[src/rtl/dmem_arbiter.sv]
// dmem_arbiter: two-requester round-robin arbiter in front of a word-wide data memory.
//   Each requester issues byte, half or word loads and stores. Loads return
//   extended data; sub-word stores become a read-merge-write of the full word.
//   Ports:
//     clk, reset             : single clock, synchronous active-high reset
//     reqN_valid/ready       : request handshake (N = 0, 1), ready only in IDLE
//     reqN_we/size/unsigned  : store flag, access size, load zero-extension
//     reqN_addr/wdata        : byte address, right-aligned store data
//     reqN_rvalid/rdata/err  : one-cycle completion pulse, load data, misaligned flag
//     mem_we/a/wd            : word write enable, word address, word write data
//     mem_rd                 : combinational read data for mem_a
module dmem_arbiter #(
    parameter int XLEN   = 32,
    parameter int ADDR_W = 32
) (
    input  logic              clk,
    input  logic              reset,
    input  logic              req0_valid,
    output logic              req0_ready,
    input  logic              req0_we,
    input  logic [1:0]        req0_size,
    input  logic              req0_unsigned,
    input  logic [ADDR_W-1:0] req0_addr,
    input  logic [XLEN-1:0]   req0_wdata,
    output logic              req0_rvalid,
    output logic [XLEN-1:0]   req0_rdata,
    output logic              req0_err,
    input  logic              req1_valid,
    output logic              req1_ready,
    input  logic              req1_we,
    input  logic [1:0]        req1_size,
    input  logic              req1_unsigned,
    input  logic [ADDR_W-1:0] req1_addr,
    input  logic [XLEN-1:0]   req1_wdata,
    output logic              req1_rvalid,
    output logic [XLEN-1:0]   req1_rdata,
    output logic              req1_err,
    output logic              mem_we,
    output logic [ADDR_W-1:0] mem_a,
    output logic [XLEN-1:0]   mem_wd,
    input  logic [XLEN-1:0]   mem_rd
);
    typedef enum logic [1:0] {IDLE, ACCESS, WRITE} state_t;

    state_t            state, state_nx;
    logic              last, owner, gnt, take, done;
    logic              we_q, uns_q, err_q;
    logic [1:0]        size_q, rvalid_q;
    logic [ADDR_W-1:0] addr_q;
    logic [XLEN-1:0]   wdata_q, merged_q, rdata_q;
    logic              misaligned, word_store, sub_store;
    logic [4:0]        sh;
    logic [XLEN-1:0]   mask, lane_rd, load_val, merged;

    // On a tie the requester not granted last wins; a lone requester wins outright.
    assign gnt  = (req0_valid & req1_valid) ? ~last : ~req0_valid;
    assign take = (state == IDLE) & ~reset & (req0_valid | req1_valid);

    assign req0_ready = take & ~gnt;
    assign req1_ready = take & gnt;

    assign misaligned = (size_q == 2'b11) | ((size_q == 2'b01) & addr_q[0]) |
                        ((size_q == 2'b10) & (addr_q[1:0] != 2'b00));
    assign word_store = we_q & ~misaligned & (size_q == 2'b10);
    assign sub_store  = we_q & ~misaligned & (size_q != 2'b10);

    // Little-endian lane position: byte lane addr[1:0], half lane addr[1].
    assign sh      = (size_q == 2'b00) ? {addr_q[1:0], 3'b000} : {addr_q[1], 4'b0000};
    assign mask    = (size_q == 2'b00) ? XLEN'('hFF) : XLEN'('hFFFF);
    assign lane_rd = mem_rd >> sh;
    assign merged  = (mem_rd & ~(mask << sh)) | ((wdata_q & mask) << sh);

    assign load_val = (size_q == 2'b00) ? {{(XLEN-8){~uns_q & lane_rd[7]}}, lane_rd[7:0]} :
                      (size_q == 2'b01) ? {{(XLEN-16){~uns_q & lane_rd[15]}}, lane_rd[15:0]} :
                      mem_rd;

    assign mem_a  = {addr_q[ADDR_W-1:2], 2'b00};
    assign mem_wd = (state == WRITE) ? merged_q : wdata_q;

    always_ff @(posedge clk) begin
        if (reset)
            state <= IDLE;
        else
            state <= state_nx;
    end

    // Reset overrides everything so an in-flight transaction neither writes nor completes.
    always_comb begin
        state_nx = state;
        mem_we   = 1'b0;
        done     = 1'b0;
        case (state)
            IDLE:    state_nx = take ? ACCESS : IDLE;
            ACCESS: begin
                state_nx = sub_store ? WRITE : IDLE;
                done     = ~sub_store;
                mem_we   = word_store;
            end
            WRITE: begin
                state_nx = IDLE;
                done     = 1'b1;
                mem_we   = 1'b1;
            end
            default: state_nx = IDLE;
        endcase
        if (reset) begin
            state_nx = IDLE;
            mem_we   = 1'b0;
            done     = 1'b0;
        end
    end

    always_ff @(posedge clk) begin
        if (reset) begin
            last     <= 1'b1;
            owner    <= 1'b0;
            rvalid_q <= 2'b00;
            err_q    <= 1'b0;
            rdata_q  <= '0;
        end else begin
            rvalid_q <= done ? (owner ? 2'b10 : 2'b01) : 2'b00;
            if (take) begin
                last    <= gnt;
                owner   <= gnt;
                we_q    <= gnt ? req1_we : req0_we;
                size_q  <= gnt ? req1_size : req0_size;
                uns_q   <= gnt ? req1_unsigned : req0_unsigned;
                addr_q  <= gnt ? req1_addr : req0_addr;
                wdata_q <= gnt ? req1_wdata : req0_wdata;
            end
            if (state == ACCESS) begin
                merged_q <= merged;
                rdata_q  <= (misaligned | we_q) ? '0 : load_val;
                err_q    <= misaligned;
            end
        end
    end

    assign req0_rvalid = rvalid_q[0];
    assign req1_rvalid = rvalid_q[1];
    assign req0_rdata  = rvalid_q[0] ? rdata_q : '0;
    assign req1_rdata  = rvalid_q[1] ? rdata_q : '0;
    assign req0_err    = rvalid_q[0] & err_q;
    assign req1_err    = rvalid_q[1] & err_q;
endmodule

[config.mk]
export PLATFORM = sky130hd
export DESIGN_NAME = dmem_arbiter
export DESIGN_NICKNAME = d
export VERILOG_FILES = /design/src/rtl/dmem_arbiter.sv
export SDC_FILE = /design/constraint.sdc
export NUM_CORES = 1
export LEC_CHECK = 0
export CAP_MARGIN = 20
export CORE_AREA = 4 4 170 122
export CTS_CLUSTER_SIZE = 20
export DETAILED_ROUTE_END_ITERATION = 8
export DIE_AREA = 0 0 174 126
export GPL_TIMING_DRIVEN = 0
export PLACE_DENSITY = 0.73
export SLEW_MARGIN = 20
export SYNTH_ARGS = -nofsm -noshare
export SYNTH_HDL_FRONTEND = slang
export SYNTH_SLANG_ARGS = --single-unit
[constraint.sdc]
create_clock -name clk -period 2.5 [get_ports clk]
set_input_delay 0.25 -clock clk [delete_from_list [all_inputs] [get_ports clk]]
set_output_delay 0.25 -clock clk [all_outputs]
set_load 0.005 [all_outputs]
==> impl_metrics.py, run 1 <==
metrics = {
    "global_routing": {
        "track_usage_pct": 21.45,
        "antenna_found_initial": 1,
        "grt_first_pass_wirelength_um": 35780,
        "gr-total-overflow": 0,
        "grt_max_degree": 28,
        "grt_pass1_vias": 6133,
    },
    "synthesis": {
        "yosysMostFrequentCell": "mux2_2",
        "async_reset_ff_share_pct": 0,
        "synth_area_per_cell_um2": 11.86,
        "synth_cell_types": 46,
        "ys_seq_elements": 139,
        "ys.flop_type": "edfxtp_1",
        "yosys.area.top_type_share_pct": 40.89,
        "synth_edf_count": 100,
        "synthTopCellsByCount": "mux2_2 (116), edfxtp_1 (100), and2_1 (67)",
        "yosysWarnings": 0,
        "syn_area_um2": 7343,
        "yosys-top-cells-area": "edfxtp_1 (41%), mux2_2 (18%), dfxtp_1 (11%)",
        "synthCells": 619,
        "seq_area_frac_synth_pct": 51.52,
        "synth_area_leader_cell": "edfxtp_1",
    },
    "finish": {
        "utilization_pct": 61.28,
        "regArea_um2": 3784,
        "drive_gt1_share_pct": 23.40,
        "n_antenna_cell": 0,
        "multi_input_area_um2": 3144,
        "nets": 1128,
        "finalInstanceArea_um2": 11590,
        "final.fill_count": 1549,
        "area_growth_pct": 57.88,
    },
    "worst_setup_path": {
        "path_cells": "inv_1 > ha_4 > o211a_4 > buf_16 > nor2b_1 > clkdlybuf4s50_1",
        "crit_path_top_delay_cell": "clkdlybuf4s50_1",
        "end_kind": "primary output",
        "startpoint_type": "flip-flop",
        "cp.arrival_ps": 2190,
        "max_stage_delay_ps": 510,
        "r2r_slack_ps": 360,
        "required_ps": 2250,
        "path_max_fanout": 12,
        "crit_type": "reg -> out",
    },
    "floorplan": {
        "start_util_pct": 38.82,
        "fp.dieW_um": 174,
        "die_h_um": 126,
        "io_pins": 307,
        "design.die.area_um2": 21920,
        "core_area_um2": 18920,
        "core.rowCount": 42,
    },
    "timing": {
        "fmax_mhz": 410.5,
        "rsz0062_at_grt": "yes",
        "drv_slew": 0,
        "fin_skew_ps": 8.246,
        "slew_headroom_pct": 56.85,
        "fin_crit_ps": 2436,
        "fin_crit_sh_pct": 97.45,
        "tns_ps": 0,
        "final-setup-viol-count": 0,
        "worstMarginPinSlew_ps": 642.9,
        "hold_violations": 0,
    },
    "cts": {
        "cts-root-buf": "clkbuf_16",
        "cts_max_level": 4,
        "cts_tree": "yes",
        "clk_pin_slew_worst_paths_ps": 60,
        "cts_buffers": 17,
        "clockBufferDepth": 2,
        "clk_latency_ps": 420,
        "clock_sinks": 139,
    },
    "detailed_routing": {
        "detail-route-antenna-nets": 0,
        "first_iter_violations": 401,
        "vias": 6116,
        "wirelength_um": 24420,
        "vias_per_cell": 5.063,
        "drt-pass1-iter-count": 5,
        "drc_errors": 0,
        "wl_per_cell_um": 20.22,
    },
    "pwr": {
        "ir_worst_vdd_mv": 0.3703,
        "power_mw": 6.543,
        "powerDensity_nw_per_um2": 564.3,
        "leakage_nw": 4.264,
    },
    "status": {
        "status": "complete, no violations",
    },
    "place": {
        "gp_congestion": 0.8409,
        "io_buffer_count": 304,
        "place_hpwl_um": 19100,
        "dpl-instance-area_um2": 10760,
    },
    "run": {
        "maxCapViolations": 0,
    },
    "worst_hold_path": {
        "holdCritPathClass": "in -> reg",
    },
}
## cells by family after synthesis
| kind of cell | after synthesis | synth area share, % |
|---|---|---|
| and+or+nand+nor | 159 | 12.40 |
| adders and majority gates | 3 | 0.5112 |
| buffers and inverters | 91 | 6.713 |
| other | 1 | 0.05107 |
| muxes | 126 | 19.17 |
| DFF | 139 | 51.52 |
| AOI/OAI and AO/OA | 100 | 9.627 |
## where the power goes
group	leakage, nW	internal, mW	switching (mW)	total [mW]
logic	2.71	0.677	0.455	1.13
registers	1.25	2.63	0.0583	2.69
clock network	0.305	1.69	1.04	2.72
total	4.26	4.99	1.55	6.54
## final timing paths
path              from          end  depth (start not counted)
min              reset        owner                          2
max reg2reg  size_q[1]  rdata_q[20]                          6
min reg2reg      owner  rvalid_q[0]                          1
max           state[1]   req0_ready                          6
## through the flow
| step | hold slack (ps) | setup WS [ps] | instances |
|---|---|---|---|
| floorplan | 322.4 | 384.3 | 620 |
| detailed placement | 445.6 | -303.8 | 1168 |
| global route | 235.8 | -21.67 | 1208 |
| finish | 224.3 | 63.80 | 1208 |
| global placement | 437.3 | -1013 | 1166 |
| CTS | 457.9 | -33.57 | 1201 |
## state kept, by name, summed over array words and instances, names as in the netlist, 2 cells and up
signal / count
addr_q: 32
merged_q: 32
rdata_q: 32
wdata_q: 32
rvalid_q: 2
size_q: 2
state: 2
## routing by layer
layer  vias up  part of all wire (%)  track usage, %
met3        23                    11           8.298
met5         -                     0               0
met4         0                   1.1           4.607
met1      2877                    41           27.21
li1       2902                     -               -
met2       314                    47           35.15
## cell type report
| cell class | count | share of cell area, % |
|---|---|---|
| timing repair buffer | 316 | 27.69 |
| sequential | 139 | 32.64 |
| tap | 242 | 2.612 |
| inverter | 21 | 0.7123 |
| clock inverter | 15 | 1.813 |
| multi-input combinational | 391 | 27.12 |
| clock buffer | 17 | 3.669 |
| buffer | 67 | 3.745 |
## worst max-delay path, delay by kind of cell (launching register included)
kind	cells	cell delay, ps
buffers and inverters	3	840
flip-flops	1	340
AO/OA/AOI/OAI	1	250
adder cells (fa/ha/maj)	1	200
AND/OR/NAND/NOR	1	130
## cell usage in the layout, fill, tap and decap left out, types with 4 or more instances in the layout
cell	n
edfxtp_1	100
bufinv_16	4
o22ai_1	13
o21ai_0	9
buf_2	11
clkbuf_1	16
buf_4	41
a21oi_1	19
and2_1	67
nor2_1	17
a32o_1	7
clkdlybuf4s50_1	303
a22o_1	17
inv_6	4
clkinv_4	4
mux2_2	116
inv_1	18
nand2b_1	11
mux2i_1	9
o32ai_1	7
or2b_1	9
dfxtp_1	39
a22oi_1	8
nand3b_1	4
nor3_1	8
nand2_1	26
o21ai_1	11
clkbuf_16	18
## timing repair
item                       CTS  global route
hold buffers                 0             0
gates cloned                 2             1
buffers inserted             2             6
pin swaps                    1             1
setup endpoints to repair   31            31
resized for setup           16             8
Power figures use the tool's default switching activity.
==> inputs of run 2 (changes only) <==
ABC_AREA = 0   (was default)
==> results of run 2 <==
Same layout as run 1: the final DEF is identical, and so are final timing and power.
==> inputs of run 3 (changes only) <==
CORE_AREA = 2 2 168 120   (was 4 4 170 122)
DIE_AREA = 0 0 170 122   (was 0 0 174 126)
==> impl_metrics.py, run 3 (synthesis results as in run 1) <==
metrics = {
    "worst_setup_path": {
        "r2r.worst_path.cells": 4,
        "crit_type": "reg -> out",
        "r2r_slack_ps": 380,
        "startpoint_type": "flip-flop",
        "crit_start": "state[0]",
        "path_max_fanout": 10,
        "rr_endpoint": "merged_q[17]",
        "rr_startpoint": "size_q[1]",
        "required_ps": 2250,
        "crit_path_end": "mem_wd[13]",
        "cp.arrival_ps": 2160,
        "end_kind": "primary output",
    },
    "timing": {
        "fin_crit_ps": 2415,
        "slew_headroom_pct": 56.38,
        "fin_skew_ps": 6.976,
        "rsz0062_at_grt": "no",
        "worstMarginPinSlew_ps": 649.9,
        "drv_slew": 0,
        "final-setup-viol-count": 0,
        "tns_ps": 0,
        "fin_crit_sh_pct": 96.58,
        "fmax_mhz": 414.1,
        "hold_violations": 0,
    },
    "finish": {
        "finalInstanceArea_um2": 11540,
        "area_growth_pct": 57.13,
        "nets": 1123,
        "n_antenna_cell": 0,
        "drive_gt1_share_pct": 23.00,
        "mostFrequentLayoutCells": "clkdlybuf4s50_1 (302), mux2_2 (116), edfxtp_1 (100)",
        "final.fill_count": 1646,
        "final_common_cell": "clkdlybuf4s50_1",
    },
    "floorplan": {
        "core.rowCount": 43,
        "fp.dieW_um": 170,
        "start_util_pct": 37.91,
        "design.die.area_um2": 20740,
        "core_area_um2": 19370,
        "die_h_um": 122,
        "io_pins": 307,
    },
    "global_routing": {
        "grt_first_pass_wirelength_um": 34830,
        "track_usage_pct": 22.82,
        "grt_max_degree": 28,
        "gr-total-overflow": 0,
        "grt_pass1_vias": 5924,
        "antenna_found_initial": 1,
    },
    "place": {
        "place_hpwl_um": 18480,
        "gp_congestion": 0.8301,
        "dpl-instance-area_um2": 10760,
        "io_buffer_count": 304,
    },
    "worst_hold_path": {
        "holdCritPathClass": "reg -> reg",
    },
    "detailed_routing": {
        "detail-route-antenna-nets": 0,
        "first_iter_violations": 359,
        "wirelength_um": 23730,
        "drt-pass1-iter-count": 5,
        "drc_errors": 0,
        "vias": 6126,
        "vias_per_cell": 5.071,
        "wl_per_cell_um": 19.65,
    },
    "pwr": {
        "powerDensity_nw_per_um2": 560.3,
        "ir_worst_vdd_mv": 0.3564,
        "leakage_nw": 4.249,
    },
    "cts": {
        "clk_latency_ps": 420,
        "cts-root-buf": "clkbuf_16",
        "clk_pin_slew_worst_paths_ps": 60,
        "clockBufferDepth": 2,
        "cts_hold_buffers": 0,
        "cts_buffers": 17,
        "cts_max_level": 4,
        "clock_sinks": 139,
        "cts_tree": "yes",
    },
    "status": {
        "status": "complete, no violations",
    },
    "run": {
        "maxCapViolations": 0,
    },
}
-- run 3: routing by layer --
layer	up-vias	GRT usage (%)	part of all wire [%]
li1	2891	-	-
met1	2900	28.51	41
met2	312	37.12	47
met3	23	9.097	11
met4	0	5.823	1.3
met5	-	0	0
-- run 3: area by class of cell --
class                   count  area, um^2  area share (%)
well taps                 247       309.0           2.678
inverters                  21       82.58          0.7157
clock inverters             9       106.4          0.9217
flip-flops and latches    139        3784           32.79
multi-input cells         391        3144           27.25
clock buffers              23       520.5           4.511
plain buffers              67       434.2           3.763
repair buffers            311        3158           27.37
-- run 3: timing repair --
item,in CTS,in global routing
resized for setup,16,10
cloned,2,0
buffers inserted,2,2
setup endpoints to repair,31,9
pin swaps,1,0
-- run 3: worst min-delay path by stage --
stage	startpoint	end	slack, ps	depth (start not counted)
floorplan	reset	err_q	320	1
global placement	owner	rvalid_q[0]	440	1
detailed placement	owner	rvalid_q[0]	450	1
CTS	owner	rvalid_q[0]	460	1
global route	rdata_q[1]	rdata_q[1]	500	2
finish	rdata_q[7]	rdata_q[7]	460	2
-- run 3: report_power, final --
| part | internal [mW] | switching (mW) | leakage [nW] | total (mW) |
|---|---|---|---|---|
| registers | 2.63 | 0.0596 | 1.25 | 2.69 |
| logic | 0.669 | 0.448 | 2.69 | 1.12 |
| clock network | 1.67 | 0.990 | 0.313 | 2.66 |
-- run 3: worst max-delay path: stages (launching register included) --
cell             delay (ps)
dfxtp_1                 340
inv_2                   120
ha_4                    230
buf_6                   200
mux2_2                  370
clkdlybuf4s50_1         480
-- run 3: per-stage QoR --
| stage | total power, mW | hold WS, ps | utilization (%) | std cells | setup slack [ps] |
|---|---|---|---|---|---|
| final | 6.465 | 463.4 | 59.57 | 1208 | 85.41 |
| after CTS | 6.499 | 461.4 | 59.30 | 1206 | -0.5262 |
| after global routing | 6.702 | 495.8 | 59.57 | 1208 | 7.643 |
| after global placement | 3.794 | 441.5 | 55.25 | 1171 | -1014 |
| after floorplan | 3.213 | 322.4 | - | 620 | 384.3 |
| after detailed placement | 3.821 | 448.1 | 55.56 | 1173 | -323.5 |
